**src/rtl/cl_div_pkg.sv**
```systemverilog
// Shared types and helpers for the cl_seq_divider iterative divider.
package cl_div_pkg;

  typedef enum logic [1:0] {
    ST_IDLE = 2'd0,
    ST_RUN  = 2'd1,
    ST_DONE = 2'd2
  } state_t;

  localparam int DEFAULT_WIDTH = 32;
  localparam int MAX_WIDTH     = 128;

  function automatic int cnt_width(input int width);
    int w;
    if (width > 2) begin
      w = $clog2(width);
    end else begin
      w = 1;
    end
    return w;
  endfunction

  // Index of the highest set bit; 0 for a zero input.
  function automatic int msb_index(input logic [MAX_WIDTH-1:0] value);
    int idx;
    idx = 0;
    for (int i = 0; i < MAX_WIDTH; i++) begin
      if (value[i]) begin
        idx = i;
      end else begin
        idx = idx;
      end
    end
    return idx;
  endfunction

endpackage

```
**src/rtl/cl_rca_subtractor.sv**
```systemverilog
// Ripple-borrow subtractor; with i_carry_option=0 it degenerates to a plain XOR.
module cl_rca_subtractor
  import cl_div_pkg::*;
#(
  parameter int WIDTH = DEFAULT_WIDTH + 1
) (
  input  logic             i_carry_option,
  input  logic [WIDTH-1:0] i_a,
  input  logic [WIDTH-1:0] i_b,
  output logic [WIDTH-1:0] o_diff,
  output logic             o_borrow
);

  logic [WIDTH:0] w_brw;

  // Bitwise full-subtractor chain, borrow propagation gated by the mode.
  always_comb begin
    w_brw    = '0;
    o_diff   = i_a ^ i_b;
    for (int i = 0; i < WIDTH; i++) begin
      o_diff[i]    = i_a[i] ^ i_b[i] ^ w_brw[i];
      w_brw[i + 1] = i_carry_option &
                     ((~i_a[i] & i_b[i]) | (~(i_a[i] ^ i_b[i]) & w_brw[i]));
    end
    o_borrow = w_brw[WIDTH];
  end

endmodule

```
**src/rtl/cl_seq_divider.sv**
```systemverilog
// Iterative integer / carry-less divider, one quotient bit per cycle, MSB first.
// Integer mode only exists when CL_DIV_INT_MODE_EN is defined; otherwise always carry-less.
module cl_seq_divider
  import cl_div_pkg::*;
#(
  parameter int DATA_WIDTH = DEFAULT_WIDTH
) (
  input  logic                  i_clk,
  input  logic                  i_rst,
  input  logic                  i_start,
  input  logic                  i_carry_option,
  input  logic [DATA_WIDTH-1:0] i_dividend,
  input  logic [DATA_WIDTH-1:0] i_divisor,
  output logic                  o_busy,
  output logic                  o_done,
  output logic [DATA_WIDTH-1:0] o_quotient,
  output logic [DATA_WIDTH-1:0] o_remainder,
  output logic                  o_div_by_zero
);

  localparam int CW = cnt_width(DATA_WIDTH);
  localparam int DW = $clog2(DATA_WIDTH + 1);
  localparam int RW = DATA_WIDTH + 1;

  state_t                r_state;
  state_t                w_next_state;
  logic [CW-1:0]         r_cnt;
  logic [RW-1:0]         r_rem;
  logic [DATA_WIDTH-1:0] r_quo;
  logic [DATA_WIDTH-1:0] r_dvd;
  logic [DATA_WIDTH-1:0] r_dvs;
  logic                  r_mode;
  logic [DW-1:0]         r_deg;

  logic                  r_busy;
  logic                  r_done;
  logic [DATA_WIDTH-1:0] r_quotient;
  logic [DATA_WIDTH-1:0] r_remainder;
  logic                  r_dbz;

  logic                  w_accept;
  logic                  w_div_zero;
  logic                  w_last;
  logic                  w_mode_in;
  logic [MAX_WIDTH-1:0]  w_dvs_wide;
  logic [DW-1:0]         w_deg_in;
  logic [RW-1:0]         w_shift;
  logic [RW-1:0]         w_dvs_ext;
  logic [RW-1:0]         w_diff;
  logic                  w_borrow;
  logic                  w_take;
  logic [RW-1:0]         w_rem_nxt;
  logic [DATA_WIDTH-1:0] w_quo_nxt;

  assign w_accept   = i_start & (r_state != ST_RUN);
  assign w_div_zero = (i_divisor == {DATA_WIDTH{1'b0}});
  assign w_last     = (r_cnt == {CW{1'b0}});
  assign w_dvs_wide = MAX_WIDTH'(i_divisor);
  assign w_deg_in   = DW'(msb_index(w_dvs_wide));
  assign w_shift    = {r_rem[DATA_WIDTH-1:0], r_dvd[DATA_WIDTH-1]};
  assign w_dvs_ext  = {1'b0, r_dvs};

`ifdef CL_DIV_INT_MODE_EN
  assign w_mode_in = i_carry_option;

  cl_rca_subtractor #(
    .WIDTH(RW)
  ) u_sub (
    .i_carry_option(r_mode),
    .i_a           (w_shift),
    .i_b           (w_dvs_ext),
    .o_diff        (w_diff),
    .o_borrow      (w_borrow)
  );
`else
  logic w_unused_carry_option;
  assign w_unused_carry_option = i_carry_option;
  assign w_mode_in = 1'b0;
  assign w_diff    = w_shift ^ w_dvs_ext;
  assign w_borrow  = 1'b0;
`endif

  // Integer keeps the difference when no borrow; carry-less reduces when the degree bit is set.
  assign w_take    = r_mode ? ~w_borrow : w_shift[r_deg];
  assign w_rem_nxt = w_take ? w_diff : w_shift;
  assign w_quo_nxt = {r_quo[DATA_WIDTH-2:0], w_take};

  // Next-state logic.
  always_comb begin
    w_next_state = r_state;
    case (r_state)
      ST_IDLE, ST_DONE: begin
        if (i_start) begin
          if (w_div_zero) begin
            w_next_state = ST_DONE;
          end else begin
            w_next_state = ST_RUN;
          end
        end else begin
          w_next_state = ST_IDLE;
        end
      end
      ST_RUN: begin
        if (w_last) begin
          w_next_state = ST_DONE;
        end else begin
          w_next_state = ST_RUN;
        end
      end
      default: w_next_state = ST_IDLE;
    endcase
  end

  // State register.
  always_ff @(posedge i_clk or posedge i_rst) begin
    if (i_rst) begin
      r_state <= ST_IDLE;
    end else begin
      r_state <= w_next_state;
    end
  end

  // Operand latch and iteration datapath.
  always_ff @(posedge i_clk or posedge i_rst) begin
    if (i_rst) begin
      r_cnt  <= '0;
      r_rem  <= '0;
      r_quo  <= '0;
      r_dvd  <= '0;
      r_dvs  <= '0;
      r_mode <= 1'b0;
      r_deg  <= '0;
    end else if (w_accept) begin
      r_cnt  <= CW'(DATA_WIDTH - 1);
      r_rem  <= '0;
      r_quo  <= '0;
      r_dvd  <= i_dividend;
      r_dvs  <= i_divisor;
      r_mode <= w_mode_in;
      r_deg  <= w_deg_in;
    end else if (r_state == ST_RUN) begin
      r_cnt  <= r_cnt - CW'(1);
      r_rem  <= w_rem_nxt;
      r_quo  <= w_quo_nxt;
      r_dvd  <= {r_dvd[DATA_WIDTH-2:0], 1'b0};
    end
  end

  // Status flags and results; results move only when done is raised.
  always_ff @(posedge i_clk or posedge i_rst) begin
    if (i_rst) begin
      r_busy      <= 1'b0;
      r_done      <= 1'b0;
      r_quotient  <= '0;
      r_remainder <= '0;
      r_dbz       <= 1'b0;
    end else begin
      r_busy <= (w_next_state == ST_RUN);
      r_done <= (w_next_state == ST_DONE);
      if (w_accept && w_div_zero) begin
        r_quotient  <= {DATA_WIDTH{1'b1}};
        r_remainder <= i_dividend;
        r_dbz       <= 1'b1;
      end else if ((r_state == ST_RUN) && w_last) begin
        r_quotient  <= w_quo_nxt;
        r_remainder <= w_rem_nxt[DATA_WIDTH-1:0];
        r_dbz       <= 1'b0;
      end
    end
  end

  assign o_busy        = r_busy;
  assign o_done        = r_done;
  assign o_quotient    = r_quotient;
  assign o_remainder   = r_remainder;
  assign o_div_by_zero = r_dbz;

endmodule

```
**config.mk**
```make
export PLATFORM = sky130hd
export DESIGN_NAME = cl_seq_divider
export DESIGN_NICKNAME = d
export VERILOG_FILES = /design/src/rtl/cl_div_pkg.sv /design/src/rtl/cl_rca_subtractor.sv /design/src/rtl/cl_seq_divider.sv
export SDC_FILE = /design/constraint.sdc
export NUM_CORES = 1
export LEC_CHECK = 0
export CAP_MARGIN = 20
export CORE_UTILIZATION = 50
export CTS_BUF_LIST = sky130_fd_sc_hd__clkbuf_16
export DETAILED_ROUTE_END_ITERATION = 10
export PLACE_DENSITY = 0.85
export SLEW_MARGIN = 25
export SYNTH_ARGS = -nofsm -noshare
export SYNTH_HDL_FRONTEND = slang
export SYNTH_SLANG_ARGS = --single-unit
```
**constraint.sdc**
```tcl
create_clock -name i_clk -period 6.68 [get_ports i_clk]
set_input_delay 1.336 -clock i_clk [delete_from_list [all_inputs] [get_ports i_clk]]
set_output_delay 1.336 -clock i_clk [all_outputs]
set_load 0.01 [all_outputs]
```
; After elaboration in Yosys (flattened, before gate mapping)
; Cells that the tools add are included.
; Widths: inputs -> output; s select.
[word_totals]
regBits = 207
word_cells = 81
output_inout_bits = 67
[classes]
add_sub_neg = 1
mux = 52
n_reduce_logical = 8
n_eq_ne = 5
n_bitwise = 2
order_cmp = 1
[ops]
columns = operator, n
row1 = $mux 32, 9
row2 = $mux 6, 28
row3 = $mux 31, 2
row4 = $logic_not 32->1, 1
row5 = $xor 32x32->32, 1
row6 = $mux 2, 5
row7 = $mux 5, 2
row8 = $lt 6x7->1 const B, 1
row9 = $bmux 1 s6, 1
row10 = $logic_not 5->1, 1
row11 = $sub 5x1->5 const B, 1
row12 = $eq 2x1->1 const B, 2
row13 = $eq 2x2->1 const B, 2
row14 = $mux 1, 4
row15 = $pmux 2 s2, 1
row16 = $reduce_bool 2->1, 2
row17 = $logic_and 1x1->1, 2
row18 = $logic_not 2->1, 1
row19 = $ne 2x1->1 const B, 1
row20 = $reduce_or 2->1, 1
row21 = $and 1x1->1, 1

; Longest topological paths before layout
; Gate-level depths: netlist of the first run.
[logic_depth]
depth_word = 31
mapped_depth = 9

; Least setup slack after synthesis of the first run
; No wires, ideal clock.
[synth_path]
kind = in2reg
startpoint = in i_divisor[16]
endpoint = reg r_remainder[0] (netlist: o_remainder[0])
required_ns = 6.538
path_slack_ns = 3.698
path_stages = 8
arrival_time_ns = 2.839
path_cell_list = nor4_1 nand2_1 nor2_1 nand4_1 nor2_1 buf_2 buf_2 o221ai_1
[synth_between]
elab_chain_len = 3
[synth_rtl]
columns = element, line_no
row1 = "start, declared", cl_seq_divider.sv:13  ; input logic [DATA_WIDTH-1:0] i_divisor,
row2 = $logic_not 32->1 (*), cl_seq_divider.sv:56  ; assign w_div_zero = (i_divisor == {DATA_WIDTH{1'b0}});
row3 = $logic_and 1x1->1 (*), cl_seq_divider.sv:160  ; if (w_accept && w_div_zero) begin
row4 = $mux 32 or $reduce_bool 2->1 (tied branches), --
row5 = "end signal, assigned", cl_seq_divider.sv:162  ; r_remainder <= i_dividend;
row6 = "end signal, assigned", cl_seq_divider.sv:166  ; r_remainder <= w_rem_nxt[DATA_WIDTH-1:0];
row7 = "end, declared", cl_seq_divider.sv:38  ; logic [DATA_WIDTH-1:0] r_remainder;
; Mark *: on every way between the ends. The rest lies on a longest branch, timed or not.
; A chain may end at the register's enable or synchronous reset.

; Worst setup path in the final report of the first run
[layout_path]
startpoint = in i_divisor[21]
endpoint = reg r_remainder[13] (netlist: o_remainder[13])
; Same word-level chain as after synthesis.

==> results of run 1 <==
per-stage QoR:
step | util | setup WS (ns)
6_report | 0.6247 | 3.152
5_1_grt | 0.6247 | 3.020
2_1_floorplan | - | 2.686
3_5_place_dp | 0.5842 | 2.668
4_1_cts | 0.6232 | 3.189
3_3_place_gp | 0.5842 | 2.764
cell type report:
cell class | count | share of cell area
flip-flops and latches | 205 | 0.4405
multi-input cells | 660 | 0.3467
repair buffers | 141 | 0.1220
clock buffers | 23 | 0.04942
well taps | 234 | 0.02514
clock inverters | 17 | 0.01300
inverters | 9 | 0.003223
registers in the layout, indices dropped and copies added (netlist names):
name           count
o_done             1
o_div_by_zero      1
r_state            2
o_remainder       32
o_quotient        32
r_cnt              5
o_busy             1
r_dvd             32
r_deg              5
r_rem             31
r_dvs             32
r_quo             31
power breakdown:
part           switching, mW  leakage [nW]  internal (mW)
clock network          0.481         0.375          0.736
logic                  0.996          2.36          0.817
registers              0.406          2.38           1.76
logic make-up after synthesis:
kind of cell,share of synthesized area
compound gates,0.1100
xor+xnor,0.03443
fa+ha+maj,0.001319
buf+inv,0.03667
flops,0.5408
mux,0.08851
simple gates,0.1882
critical path, cell delays in order:
cell and delay (ns):
clkdlybuf4s50_1 0.48, nor4_1 0.52, nand2_1 0.11, nor2_1 0.15
nand4_1 0.33, nor2_4 0.19, buf_4 0.52, o221ai_1 0.19
placed cells by master, fill, tap and decap left out, types with 2 or more instances in the layout:
cell             count
a21oi_1             43
a311oi_1             2
a31oi_1              2
buf_4                7
bufinv_16            3
clkbuf_16           23
clkdlybuf4s50_1    132
clkinv_1             4
clkinv_2             4
clkinvlp_4           2
dfrtp_1            205
inv_1               13
mux2_2              29
mux2i_1             34
mux4_1               4
mux4_2               3
nand2_1            192
nand2_2             13
nand2b_1             3
nand3b_1            64
nand4_1              2
nor2_1              86
nor3_1               6
nor4_1               6
o2111ai_1            2
o21ai_0             79
o221ai_1            32
o31ai_1              4
or3_1                2
xor2_1              28
xor2_2               5
routing by layer:
layer,GRT usage,part of all wire
met1,0.3200,0.44
met2,0.3553,0.48
met3,0.04129,0.056
met4,0.07634,0.026
met5,0,0
how the worst max path moves through the flow:
| stage | from | end | slack, ns | cells after the start |
|---|---|---|---|---|
| after floorplan | i_rst | o_busy$_DFF_PP0_ | 2.69 | 1 |
| after detailed placement | i_divisor[16] | o_remainder[9]$_DFFE_PP0P_ | 2.67 | 8 |
| after global routing | i_divisor[16] | o_remainder[4]$_DFFE_PP0P_ | 3.02 | 9 |
| final | i_divisor[21] | o_remainder[13]$_DFFE_PP0P_ | 3.15 | 8 |
| after CTS | i_divisor[16] | o_remainder[13]$_DFFE_PP0P_ | 3.19 | 8 |
| after global placement | i_divisor[16] | o_remainder[13]$_DFFE_PP0P_ | 2.76 | 8 |
==> results.txt, run 1 <==
CTS sink count = 205
chip height = 139.7 µm
Rows = 50
hpwl dp = 13880 µm
DRC violations left = 0
final setup vio count = 0
initial antenna violation count = 0
Hold Crit Endpoint = r_dvs[5]$_DFFE_PP0P_
Relative slew margins = 0.3608
total global routing overflow = 0
Area Growth Syn to Fin = 22.78%
fraction of registers with async set/reset = 1.000
post-synth top area share = 0.5408
dpl cells = 1248
placed inst area = 10890 µm²
Antenna Violating Nets Remaining = 0
R2R Path End = o_remainder[6]$_DFFE_PP0P_
EDFF count, synth = 0
Final nets = 1108
die width = 139.7 µm
Port Buffer Count = 133
status = complete, no violations
list of most frequent post-synthesis cells = dfrtp_1 (205), nand2_1 (193), nor2_1 (87), o21ai_0 (79), nand3b_1 (64)
Reg clk slew, reported paths = 0.05 ns
H-tree levels = 1
n_diodes = 0
area of the multi-input gates = 4038 µm²
Clock Latency Late Sink = 0.50 ns
worst endpoint required time = 7.01 ns
layout cells sized above 1 = 0.09194
cts repair resizes = 0
FMAX = 283.4 MHz
Core Region = 18640 µm²
final wirelength = 21750 µm
largest net degree at the start of global routing = 206
Yosys warning count = 0
WL/cell = 16.87 µm
CTS tree = built
largest cells by area after synthesis = dfrtp_1 (54%), nand2_1 (7.6%), nand3b_1 (5.1%)
final instance area = 11650 µm²
count leader, synth = dfrtp_1
Synth Cell Area = 9485 µm²
vias in the first global route = 6937
Worst-Margin Slew = 0.9588 ns
CTS Buffer Depth = 3
share of the yosys chip area belonging to registers = 0.5408
Via-to-Cell Ratio = 5.630
Worst Hold Class = flip-flop to flip-flop
Most used DFF post-synth = dfrtp_1
critical path arrival = 3.85 ns
max-slew violations = 0
Avg Inst Size Synth = 10.06 µm²
cts hold-fix bufs = 0
TNS Setup = 0 ns
IO Pins = 135
first-pass GRT wire length = 35780 µm
fin cells = 1289
final hold vios = 0
Leak Pwr = 5.116 nW
post-CTS setup buffers = 0
vias = 7257
Final Power = 5.197 mW
DRT iter0 DRCs = 529
Worst Hold Depth = 2
dominant cell type by area after synthesis = dfrtp_1
Worst setup SP type = input port
register area = 5130 µm²
Hold Startpoint = r_dvs[5]$_DFFE_PP0P_
max-cap viol count = 0
Cells after Synth = 943
pwr/cell area = 446.2 nW/µm²
Filler cells = 1502
clk root buf = clkbuf_16
Clock Skew = 0.01294 ns
CP Max Fanout = 60
CP Capture Type = flip-flop
Crit Path Class = input port to flip-flop
Initial Utilization = 0.5088
Max IR drop VDD = 226.8 µV
number of cells on the worst reg-to-reg path = 7
total CTS buffers = 22
Net Count, Synth = 1012
FF-to-FF Start = r_deg[0]$_DFFE_PP0P_
Unique masters post-synth = 43
Final Critical Period = 3.528 ns
R2R Setup Slk = 3.61 ns
die area = 19530 µm²
Global Route Usage Sum = 0.2271
Min Hold Slack = 0.4856 ns
RSZ-0062 raised after global routing = false
period utilization = 0.5282
iteration count of the initial detailed-routing pass = 5
GPL Wtd Cong = 0.8404
Synth Register Bits = 205
Power figures use the tool's default switching activity.
==> run 2: changes to the inputs <==
--- a/config.mk
+++ b/config.mk
@@ -6,10 +6,10 @@
 export NUM_CORES = 1
 export LEC_CHECK = 0
 export CAP_MARGIN = 20
-export CORE_UTILIZATION = 50
+export CORE_UTILIZATION = 55
 export CTS_BUF_LIST = sky130_fd_sc_hd__clkbuf_16
 export DETAILED_ROUTE_END_ITERATION = 10
-export PLACE_DENSITY = 0.85
+export PLACE_DENSITY = 0.88
 export SLEW_MARGIN = 25
 export SYNTH_ARGS = -nofsm -noshare
 export SYNTH_HDL_FRONTEND = slang
==> constraint.sdc (replaced) <==
create_clock -name i_clk -period 3.55 [get_ports i_clk]
set_input_delay 0.71 -clock i_clk [delete_from_list [all_inputs] [get_ports i_clk]]
set_output_delay 0.71 -clock i_clk [all_outputs]
set_load 0.01 [all_outputs]
==> run 2 against run 1 <==
  * Cell count down 1.0%
  * Register-to-register slack got worse by 3.1 ns
  * Routed wire length rose by 0.46%
  * Non-clock buffer count up 3
  * Sequential power rose by 87%
==> results.txt, run 2 (same netlist as run 1, synthesis figures left out) <==
GPL Wtd Cong = 0.8512
CTS tree = built
pwr/cell area = 834.6 nW/µm²
total global routing overflow = 0
Rows = 47
DRC violations left = 0
WL/cell = 17.12 µm
chip height = 133.3 µm
Via-to-Cell Ratio = 5.695
max-cap viol count = 0
TNS Setup = 0 ns
Initial Utilization = 0.5680
Worst Hold Class = flip-flop to flip-flop
period utilization = 0.8599
register area = 5130 µm²
CP peak stage delay = 0.64 ns
most common cell after layout, fill and taps aside = dfrtp_1
Final Power = 9.684 mW
most frequent cells in the layout = dfrtp_1 (205), nand2_1 (192), clkdlybuf4s50_1 (132)
Filler cells = 1250
cts repair resizes = 0
slowest CP cell = dfrtp_1
DR top layer = met4
final core occ = 0.6947
placed inst area = 10950 µm²
final hold vios = 0
die area = 17780 µm²
clk root buf = clkbuf_16
Leak Pwr = 5.099 nW
met2 WL = 10920 µm
Crit Path Class = flip-flop to flip-flop
Core Region = 16700 µm²
post-CTS setup buffers = 0
Cell Chain, Critical Path = mux4_2 -> mux2_2 -> nand3b_1 -> nand4_4 -> nand2_1 -> xor2_1 -> o221ai_1
DRT iter0 DRCs = 573
vias in the first global route = 7024
wl on met1 = 9533 µm
Worst setup SP type = flip-flop
cts hold-fix bufs = 0
CTS Buffer Depth = 3
IO Pins = 135
Relative slew margins = 0.3939
met3 WL post-DR = 987 µm
area of the multi-input gates = 4033 µm²
iteration count of the initial detailed-routing pass = 5
Final nets = 1110
H-tree levels = 1
Port Buffer Count = 133
Clock Skew = 0.01236 ns
CTS sink count = 205
Reg clk slew, reported paths = 0.06 ns
Global Route Usage Sum = 0.2517
Clock Latency Late Sink = 0.50 ns
vias = 7267
initial antenna violation count = 1
hpwl dp = 14380 µm
worst endpoint required time = 3.90 ns
final instance area = 11600 µm²
Area Growth Syn to Fin = 22.32%
Worst-Margin Slew = 0.9092 ns
final setup vio count = 0
Final Critical Period = 3.053 ns
final wirelength = 21850 µm
total CTS buffers = 21
CP Max Fanout = 33
FMAX = 327.6 MHz
die width = 133.3 µm
layout cells sized above 1 = 0.09384
largest net degree at the start of global routing = 103
critical path arrival = 3.40 ns
first-pass GRT wire length = 35830 µm
max-slew violations = 0
status = complete, no violations
CP Capture Type = flip-flop
RSZ-0062 raised after global routing = false
Antenna Violating Nets Remaining = 0
Max IR drop VDD = 479.0 µV
==> run 2: cell types whose count changed in the layout (fill, tap and decap cells not counted) <==
cell,previous run,this run
clkinv_2,4,6
inv_1,13,11
buf_12,1,5
clkbuf_16,23,21
diode_2,0,1
bufinv_16,3,2
inv_6,0,1
nand2b_4,1,0
clkinvlp_4,2,1
nand2b_2,0,1
buf_16,1,0
==> run 2: layout make-up <==
cell class              instances  share of cell area
flip-flops and latches        205              0.4421
multi-input cells             660              0.3476
repair buffers                144              0.1270
clock buffers                  21             0.04529
well taps                     220             0.02372
clock inverters                16             0.01078
inverters                       9            0.003235
diodes                          1           0.0002157
==> run 2: critical path: cells and delay by family, from the launching register on <==
| kind | cells | cell delay (ns) |
|---|---|---|
| mux | 2 | 0.85 |
| compound gates | 1 | 0.16 |
| simple gates | 3 | 0.91 |
| flops | 1 | 0.64 |
| xor+xnor | 1 | 0.33 |
==> run 2: path summary, 6_finish.rpt <==
path	start	endpoint	slack [ns]	depth (start not counted)
max	r_deg[1]$_DFFE_PP0P_	o_remainder[0]$_DFFE_PP0P_	0.50	7
min	r_dvs[11]$_DFFE_PP0P_	r_dvs[11]$_DFFE_PP0P_	0.48	2
max reg2reg	r_deg[1]$_DFFE_PP0P_	o_remainder[0]$_DFFE_PP0P_	0.50	7
min reg2reg	r_dvs[11]$_DFFE_PP0P_	r_dvs[11]$_DFFE_PP0P_	0.48	2
max in group asynchronous	i_rst	r_dvs[24]$_DFFE_PP0P_	2.43	3
min in group asynchronous	i_rst	r_quo[23]$_DFFE_PP0P_	0.74	3
==> run 2: where the power goes <==
group          total [mW]  switching [mW]  internal [mW]  leakage, nW
clock                2.12           0.898           1.22        0.337
sequential           4.06           0.747           3.31         2.38
combinational        3.51            1.94           1.56         2.38
==> run 2: stage by stage <==
step | cells | worst slack (ns) | hold slack, ns
3_5_place_dp | 1238 | 0.3656 | 0.4715
4_1_cts | 1275 | 0.4952 | 0.4839
3_3_place_gp | 1238 | 0.4696 | 0.4561
5_1_grt | 1276 | 0.3006 | 0.5069
6_report | 1276 | 0.4972 | 0.4786
2_1_floorplan | 943 | 0.1817 | 0.4492
==> run 2: per-layer routing <==
layer / track usage / vias up
met5: 0 / -
met1: 0.3454 / 3583
met4: 0.07260 / 0
met2: 0.4222 / 209
li1: - / 3436
met3: 0.03158 / 39
==> run 3: changes to the inputs <==
--- a/config.mk
+++ b/config.mk
@@ -9,6 +9,7 @@
 export CORE_UTILIZATION = 55
 export CTS_BUF_LIST = sky130_fd_sc_hd__clkbuf_16
 export DETAILED_ROUTE_END_ITERATION = 10
+export GPL_TIMING_DRIVEN = 1
 export PLACE_DENSITY = 0.88
 export SLEW_MARGIN = 25
 export SYNTH_ARGS = -nofsm -noshare
==> constraint.sdc (replaced) <==
create_clock -name i_clk -period 2.9 [get_ports i_clk]
set_input_delay 0.58 -clock i_clk [delete_from_list [all_inputs] [get_ports i_clk]]
set_output_delay 0.58 -clock i_clk [all_outputs]
set_load 0.01 [all_outputs]
==> run 3 against run 2 <==
  * Combinational power is 25% higher
  * Design area up 2.7%
  * Clock skew is 0.0037 ns lower
  * Global-route usage is 0.64 points higher
  * Count of clock-buffer cells in the layout increased by 2
  * Non-clock buffer count is 20 higher
  * Setup slack worse by 0.39 ns
  * Largest power group unchanged
  * Die area unchanged
  * Highest routed layer unchanged
==> results.txt, run 3 (same netlist as run 1, synthesis figures left out) <==
Comb power frac = 0.357
Final Critical Period = 2.797 ns
dpl cells = 1258
max-cap viol count = 0
final hold vios = 0
critical path arrival = 3.12 ns
layout cells sized above 1 = 0.1150
status = complete, no violations
largest net degree at the start of global routing = 103
chip height = 133.3 µm
fin cells = 1298
hpwl dp = 14960 µm
Rows = 47
max-slew violations = 0
Reg clk slew, reported paths = 0.06 ns
Antenna Violating Nets Remaining = 0
R2R Setup Slk = 0.10 ns
area of the multi-input gates = 4033 µm²
initial antenna violation count = 0
final setup vio count = 0
Initial Utilization = 0.5680
CP Capture Type = flip-flop
WL/cell = 17.06 µm
sequential power share = 0.405
final wirelength = 22140 µm
clock power share = 0.238
Clock Skew = 0.008676 ns
Setup WS pre-CTS = 0.07400 ns
CTS tree = built
P_int = 7.851 mW
Core Region = 16700 µm²
total CTS buffers = 22
Final nets = 1131
Port Buffer Count = 133
die area = 17780 µm²
CP Max Fanout = 15
P_sw = 4.435 mW
FMAX = 357.6 MHz
CTS Buffer Depth = 3
DRC violations left = 0
Relative slew margins = 0.3820
Area Growth Syn to Fin = 25.68%
pwr/cell area = 1031 nW/µm²
n_diodes = 0
H-tree levels = 1
cts hold-fix bufs = 0
die width = 133.3 µm
post-CTS setup buffers = 0
worst endpoint required time = 3.22 ns
Global Route Usage Sum = 0.2581
clk root buf = clkbuf_16
total global routing overflow = 0
register area = 5130 µm²
IO Pins = 135
Crit Path Class = flip-flop to flip-flop
cts repair resizes = 0
Clock Latency Late Sink = 0.49 ns
Worst setup SP type = flip-flop
Worst-Margin Slew = 0.9270 ns
vias = 7380
final core occ = 0.7138
Worst Hold Class = flip-flop to flip-flop
most common cell after layout, fill and taps aside = dfrtp_1
Filler cells = 1203
iteration count of the initial detailed-routing pass = 5
fin worst setup slack = 0.1034 ns
switch share = 0.3610
vias in the first global route = 7215
period utilization = 0.9643
Leak Pwr = 5.267 nW
most frequent cells in the layout = dfrtp_1 (205), nand2_1 (192), clkdlybuf4s50_1 (132)
DRT iter0 DRCs = 559
first-pass GRT wire length = 36870 µm
RSZ-0062 raised after global routing = false
CTS sink count = 205
Final Power = 12.29 mW
Max IR drop VDD = 547.8 µV
GPL Wtd Cong = 0.8600
Via-to-Cell Ratio = 5.686
[run 3: changes by cell type in the layout (fill, tap and decap cells not counted), moves of 2 or more]
cell	delta
buf_4	+15
clkinv_1	-2
clkinvlp_4	+2
clkbuf_16	+2
buf_12	+5
bufinv_16	+2
[run 3: power groups by stage]
stage | Sequential, mW | Combinational, mW | Clock (mW)
2_1_floorplan | 4.83 | 2.84 | 0
5_1_grt | 5.11 | 4.85 | 3.09
4_1_cts | 4.96 | 4.41 | 2.97
6_report | 4.97 | 4.39 | 2.92
3_5_place_dp | 4.98 | 4.35 | 0
3_3_place_gp | 4.92 | 4.17 | 0
[run 3: area by class of cell]
type                       count  area share
clock buffer                  23     0.04828
clock inverter                17     0.01543
inverter                       9    0.003149
multi-input combinational    660      0.3383
sequential                   205      0.4303
tap                          220     0.02309
timing repair buffer         164      0.1415
[run 3: final timing paths]
check                                     start                         end  depth (start not counted)
max                        r_deg[0]$_DFFE_PP0P_       r_rem[23]$_DFFE_PP0P_                          8
min                        r_dvd[1]$_DFFE_PP0P_        r_dvd[2]$_DFFE_PP0P_                          2
max reg2reg                r_deg[0]$_DFFE_PP0P_       r_rem[23]$_DFFE_PP0P_                          8
min reg2reg                r_dvd[1]$_DFFE_PP0P_        r_dvd[2]$_DFFE_PP0P_                          2
max in group asynchronous                 i_rst        r_quo[2]$_DFFE_PP0P_                          3
min in group asynchronous                 i_rst  o_quotient[28]$_DFFE_PP0P_                          2
[run 3: layer usage]
metal	vias up	GRT usage	share of wire
met5	-	0	0
met4	0	0.07955	0.019
met3	31	0.03349	0.052
met2	239	0.4213	0.49
met1	3625	0.3615	0.44
li1	3485	-	-
[run 3: stage by stage]
| stage | hold WS (ns) | setup TNS (ns) | instance area, µm² |
|---|---|---|---|
| after global routing | 0.4999 | 0 | 11920 |
| after detailed placement | 0.4708 | 0 | 11160 |
| final | 0.4760 | 0 | 11920 |
| after floorplan | 0.4492 | -69.35 | 9489 |
| after global placement | 0.4558 | 0 | 11160 |
| after CTS | 0.4820 | 0 | 11920 |
[run 3: critical path: stages, from the launching register on]
cell     delay, ns
dfrtp_1       0.56
mux4_1        0.65
mux2_2        0.29
nand3_1       0.12
nand4_4       0.18
buf_4         0.27
nand2_1       0.11
xor2_1        0.28
o21ai_0       0.15
